**config.mk**
```make
export PLATFORM = sky130hd
export DESIGN_NAME = pipeline_elastic_stage
export DESIGN_NICKNAME = d
export VERILOG_FILES = /design/src/rtl/pipeline_elastic_stage.sv
export SDC_FILE = /design/constraint.sdc
export NUM_CORES = 1
export LEC_CHECK = 0
export BUFFER_PORTS_ARGS = -buffer_cell sky130_fd_sc_hd__buf_4
export CORE_UTILIZATION = 30
export DETAILED_ROUTE_END_ITERATION = 10
export GPL_TIMING_DRIVEN = 0
export HOLD_SLACK_MARGIN = 0.15
export PLACE_DENSITY = 0.55
export RECOVER_POWER = 100
export SETUP_SLACK_MARGIN = 0.2
export SYNTH_ARGS = -nofsm -noshare
export SYNTH_HDL_FRONTEND = slang
export SYNTH_SLANG_ARGS = --single-unit
export TNS_END_PERCENT = 30
```
**constraint.sdc**
```tcl
create_clock -name clk -period 4.79 [get_ports clk]
set_input_delay 0.2395 -clock clk [delete_from_list [all_inputs] [get_ports clk]]
set_output_delay 0.2395 -clock clk [all_outputs]
set_load 0.02 [all_outputs]
```
**src/rtl/pipeline_elastic_stage.sv**
```systemverilog
// pipeline_elastic_stage: parameterised elastic buffer between two valid/ready
// pipeline stages. Holds up to DEPTH entries in a circular buffer and hands them
// downstream in arrival order. Both handshake outputs are decoded purely from
// registered state, so this stage breaks every combinational path between the
// upstream and downstream handshakes.
module pipeline_elastic_stage #(
  parameter int               WIDTH  = 32,
  parameter int               DEPTH  = 2,
  parameter logic [WIDTH-1:0] BUBBLE = '0
) (
  input  logic                       clk,
  input  logic                       rst,
  input  logic                       flush,
  input  logic                       in_valid,
  output logic                       in_ready,
  input  logic [WIDTH-1:0]           in_data,
  output logic                       out_valid,
  input  logic                       out_ready,
  output logic [WIDTH-1:0]           out_data,
  output logic [$clog2(DEPTH+1)-1:0] count
);

  localparam int CNT_W = $clog2(DEPTH + 1);
  // A single-entry buffer still needs a one-bit pointer to stay legal.
  localparam int PTR_W = (DEPTH > 1) ? $clog2(DEPTH) : 1;

  localparam logic [CNT_W-1:0] FULL_CNT = CNT_W'(DEPTH);
  localparam logic [PTR_W-1:0] LAST_PTR = PTR_W'(DEPTH - 1);

  logic [WIDTH-1:0] mem [DEPTH];
  logic [PTR_W-1:0] rd_ptr;
  logic [PTR_W-1:0] wr_ptr;
  logic [CNT_W-1:0] cnt;
  logic             push;
  logic             pop;

  // Pointers wrap explicitly at DEPTH-1 so non-power-of-two depths work.
  function automatic logic [PTR_W-1:0] next_ptr(input logic [PTR_W-1:0] p);
    return (p == LAST_PTR) ? '0 : p + 1'b1;
  endfunction

  // Handshake decode: registered state only, flush gates both transfers.
  assign in_ready  = (cnt != FULL_CNT);
  assign out_valid = (cnt != '0);
  assign push      = in_valid && in_ready && !flush;
  assign pop       = out_valid && out_ready && !flush;
  assign count     = cnt;

  // Oldest entry when occupied, otherwise the idle pattern; never from in_data.
  assign out_data  = out_valid ? mem[rd_ptr] : BUBBLE;

  // Occupancy and pointer state; reset and flush return to the empty state.
  always_ff @(posedge clk or negedge rst) begin
    if (!rst) begin
      // NOTE: sequential state uses non-blocking assignments so every register
      // samples pre-edge values regardless of statement order.
      rd_ptr <= '0;
      wr_ptr <= '0;
      cnt    <= '0;
    end else if (flush) begin
      rd_ptr <= '0;
      wr_ptr <= '0;
      cnt    <= '0;
    end else begin
      if (push) wr_ptr <= next_ptr(wr_ptr);
      if (pop)  rd_ptr <= next_ptr(rd_ptr);
      unique case ({push, pop})
        2'b10:   cnt <= cnt + 1'b1;
        2'b01:   cnt <= cnt - 1'b1;
        default: cnt <= cnt;
      endcase
    end
  end

  // Payload storage written on every accepted push.
  always_ff @(posedge clk) begin
    // NOTE: the storage array is deliberately not reset; out_data is masked to
    // BUBBLE while empty, so stale contents are never observable.
    if (push) mem[wr_ptr] <= in_data;
  end

endmodule

```
Yosys cells after proc, flatten, opt, wreduce, memory -nomap -nowiden --
Memory sizes are Yosys's and may differ from the RTL's. Cells that the tools add are included. Widths: inputs -> output; s select.
Word-level totals: input port bits 37, memories 1, bits in writable memories 64, bits in latches 0, word-level logic and storage cells 31, output and inout bits 36, memory bits (read-only) 0, register bits 4
Operators by class: mux-type cells 11, reductions and logical operators 9, add/sub/neg operators 4, equality and inequality tests 3, shift operators 0, bitwise logic cells 0, order comparisons 0, $mul 0, divide/modulo/power cells 0
Memory list:
- mem | words 2, width 32, rd ports 1, clocked after memory_dff 0, wr ports 1, RTL line 30 | logic [WIDTH-1:0] mem [DEPTH];
Operators with widths (count):
- $mux 32 | 1
- $mux 1 | 8
- $reduce_bool 2->1 | 3
- $logic_and 1x1->1 | 4
- $pmux 2 s2 | 1
- $reduce_bool 3->1 | 1
- $add 1x1->1 const B | 2
- $add 2x1->2 const B | 1
- $eq 2x1->1 const B | 1
- $eq 2x2->1 const B | 1
- $mux 2 | 1
- $ne 2x2->1 const B | 1
- $sub 2x1->2 const B | 1
- $logic_not 1->1 | 1

Logic depth before layout (Yosys ltp) --
word-level depth 6, gate-level depth with buffers 4, mapped depth without buffers 4

Worst setup path before layout --
OpenSTA, ideal clock, no wires.
kind register to register, from register cnt[1] (netlist: count[1]), to memory mem[1][0], enable pin, buffers on the path 0, arrival 3.367 ns, stages on the path, launching flop included 5, data required time 4.322 ns, slack 0.955 ns, clock period less this slack 3.835 ns, library setup time 0.468 ns, cell sequence dfrtp_1 nor2b_1 inv_1 nand2_1 nor3b_1
On the way: word-level cells in the longest chain between the ends 5
RTL lines:
- from (decl) | RTL line 33 | logic [CNT_W-1:0] cnt;
- from (signal assigned) | RTL line 68 | 2'b10: cnt <= cnt + 1'b1;
- from (signal assigned) | RTL line 69 | 2'b01: cnt <= cnt - 1'b1;
- from (signal assigned) | RTL line 70 | default: cnt <= cnt;
- $ne 2x2->1 | RTL line 43 | assign in_ready = (cnt != FULL_CNT);
- named net in_ready | RTL line 15 | output logic in_ready,
- $logic_and 1x1->1 (2 in a row) | RTL line 45 | assign push = in_valid && in_ready && !flush;
- $mux 1 | RTL line 79 | if (push) mem[wr_ptr] <= in_data;
- $mux 1 (not written as such) | RTL line 79
- to (decl) | RTL line 30
The timed path passes the listed nets, and every way through them passes these cells.

Worst setup path after layout --
from register cnt[1] (netlist: count[1]), to memory mem[1][4], enable pin
On the way: word-level cells in the longest chain between the ends 5
RTL lines (RTL line):
- $ne 2x2->1 | 43
- $logic_and 1x1->1 (2 in a row) | 45
- $mux 1 | 79
- $mux 1 (not written as such) | 79
No other way between the ends.

==> impl_metrics.py <==
metrics = {
    "logic_synthesis": {
        "syn-num-nets": 199,
        "seq_area_frac_synth": 0.767,
        "ys_ff_latch": 68,
        "synth_ff_type": "edfxtp_1",
        "synth_area_um2": 2640,
        "syn_avg_cell_area_um2": 16.3,
        "synth-async-reset-ratio": 0.0588,
        "ys_types": 20,
        "yosys_warnings": 0,
        "syn_inst": 162,
        "synth_edf_count": 64,
    },
    "sta": {
        "layout_setup_ws_ns": 2.02,
        "fmax_mhz": 361,
        "worst_pin_slew_ns": 0.776,
        "finalClockSkew_ns": 0.00320,
        "hold_viol": 0,
        "setup_tns_ns": 0,
        "rsz0062_at_grt": "false",
        "period_minus_slack_ns": 2.77,
        "finalSetupViolCount": 0,
        "maxSlewViolCount": 0,
        "post-route-period-util": 0.579,
        "whs_ns": 0.196,
        "max_slew_margin": 0.483,
    },
    "floorplan": {
        "fp.dieH_um": 95.8,
        "rows": 33,
        "coreArea_um2": 8380,
        "io_pins": 73,
        "die_w_um": 95.8,
        "die_area_um2": 9170,
        "start_util": 0.315,
    },
    "critical_path": {
        "reg2reg_setup_slack_ns": 2.02,
        "rr_worst_depth": 6,
        "crit_fanout": 11,
        "start_kind": "flip-flop",
        "cpMostUsedCell": "clkbuf_1",
        "timing.rr.start": "count[1]",
        "worstSetupPathType": "flip-flop to flip-flop",
        "crit_required_ns": 4.76,
        "cp.arrival_ns": 2.74,
        "endpoint_kind": "flip-flop",
        "critPathMaxStageDelay_ns": 0.58,
        "cp_slowest_cell": "nor3b_1",
        "rr_endpoint": "mem[1][4]",
        "path_cells": "nor2b_1 > inv_1 > nand2_1 > nor3b_1 > clkbuf_1 > clkbuf_1",
    },
    "clock_tree": {
        "htreeDepth": 3,
        "path_clk_slew_ns": 0.07,
        "worstSkewPairLatency_ns": 0.33,
        "cts_tree": "yes",
        "cts_resized": 0,
        "cts_sinks": 68,
        "clock_path_buffers": 2,
        "root_buffer": "clkbuf_8",
        "numCtsBuffers": 9,
    },
    "layout": {
        "antenna_cells": 0,
        "drive_gt1_frac": 0.200,
        "fin_cells": 395,
        "multi_input_area_um2": 562,
        "regArea_um2": 2020,
        "finalNetCount": 322,
        "nFillCells": 805,
        "syn2layout_area_growth_pct": 42.4,
    },
    "placement": {
        "place.port_buffers": 72,
        "dp_cells": 345,
        "place_congestion": 0.644,
        "dp_slack_ns": 2.84,
        "hpwl_um": 3330,
    },
    "drt": {
        "post_drt_wl_per_cell_um": 12.8,
        "dr_total_vias": 1705,
        "routed_wl_um": 5050,
        "first_pass_iters": 4,
        "drc_errors": 0,
        "ant_nets": 0,
        "dr.first_iter.drc_count": 36,
        "vias_per_cell": 4.32,
    },
    "global_route": {
        "overflow": 0,
        "first_global_vias": 1701,
        "grt_pass1_wl_um": 8030,
        "antenna_found_initial": 0,
        "grt_usage": 0.123,
        "grt_max_degree": 13,
    },
    "pwr": {
        "swShare": 0.233,
        "p_comb_frac": 0.132,
        "p_sw_uw": 317,
        "p_leak_nw": 1.32,
        "vdd_ir_drop_max_v": 0.000211,
        "cellPowerDensity_nw_per_um2": 362,
        "p_clk_frac": 0.366,
        "intPower_mw": 1.04,
        "power_frac_seq": 0.501,
        "finalPower_mw": 1.36,
    },
    "min_path": {
        "hp-class": "primary input to flip-flop",
        "min_from": "out_ready",
        "hold_end": "count[1]",
        "holdPathStages": 3,
    },
    "outcome": {
        "status": "complete, no violations",
    },
    "job": {
        "drv_cap": 0,
    },
}
layout make-up:
| type | count | share of cell area |
|---|---|---|
| Clock inverter | 7 | 0.0243 |
| Multi-Input combinational cell | 84 | 0.150 |
| Clock buffer | 9 | 0.0330 |
| Buffer | 7 | 0.00900 |
| Tap cell | 105 | 0.0350 |
| Timing Repair Buffer | 112 | 0.208 |
| Sequential cell | 68 | 0.538 |
| Inverter | 3 | 0.00300 |
power by group through the flow:
| stage | Clock (mW) | Sequential, mW | Combinational [mW] |
|---|---|---|---|
| floorplan | 0 | 0.696 | 0.0970 |
| global placement | 0 | 0.696 | 0.180 |
| detailed placement | 0 | 0.694 | 0.188 |
| CTS | 0.518 | 0.681 | 0.211 |
| global route | 0.539 | 0.683 | 0.201 |
| finish | 0.498 | 0.681 | 0.180 |
per-stage QoR:
| stage | utilization | instance area (µm²) |
|---|---|---|
| 2_1_floorplan | - | 2640 |
| 3_3_place_gp | 0.395 | 3310 |
| 3_5_place_dp | 0.405 | 3390 |
| 4_1_cts | 0.471 | 3950 |
| 5_1_grt | 0.448 | 3750 |
| 6_report | 0.448 | 3750 |
cell families after synthesis:
family	Yosys count	synth area share
simple gates	42	0.0674
xor+xnor	1	0.00332
compound gates	8	0.0171
buf+inv	10	0.0204
flops	68	0.767
mux	33	0.125
worst max-delay path, delay by kind of cell, from the launching register on:
| kind | cells | cell delay, ns |
|---|---|---|
| buffers and inverters | 3 | 1.13 |
| DFF | 1 | 0.45 |
| and+or+nand+nor | 3 | 0.84 |
worst max-delay path by stage:
stage / from / to / cells after the start
after floorplan: count[1] / mem[1][0] / 4
after global placement: count[1] / mem[1][2] / 4
after detailed placement: count[1] / mem[1][2] / 6
after CTS: count[0] / out_data[25] / 4
after global routing: count[1] / mem[1][4] / 6
final: count[1] / mem[1][4] / 6
Yosys cell counts (2+ instances only):
library cell  count  area (µm²)
buf_2             4        20.0
nor2_1           34         128
dfrtp_1           4         100
edfxtp_1         64        1920
a21oi_1           4        20.0
mux2i_1          33         330
buf_4             3        22.5
inv_1             2        7.51
o21ai_0           2        10.0
nor3b_1           2        15.0
cell usage in the layout, fill, tap and decap left out, types with 2 or more instances in the layout:
master,Yosys,routed
edfxtp_1,64,64
clkbuf_1,0,44
nor2_1,34,34
dlygate4sd3_1,0,34
mux2i_1,33,33
clkbuf_4,0,31
buf_4,3,10
clkbuf_8,0,9
a21oi_1,4,4
dfrtp_1,4,4
clkinvlp_4,0,3
inv_1,2,2
nor3b_1,2,2
o21ai_0,2,2
bufinv_16,0,2
timing repair:
action / 4_1_cts / 5_1_grt
setup buffers: 0 / 0
hold buffers: 34 / 0
hold endpoints to repair: 72 / 0
layer usage:
| metal | part of all wire | wire length (µm) | track usage |
|---|---|---|---|
| met1 | 0.44 | 2240 | 0.143 |
| met2 | 0.48 | 2420 | 0.199 |
| met3 | 0.058 | 293 | 0.0450 |
| met4 | 0.018 | 91 | 0.0597 |
| met5 | 0 | 0 | 0 |
flip-flops by register name (all words and copies together), names as in the netlist:
name and flops:
count 2, rd_ptr 1, wr_ptr 1, mem 64
No activity file was read; power rests on OpenSTA's default activity.
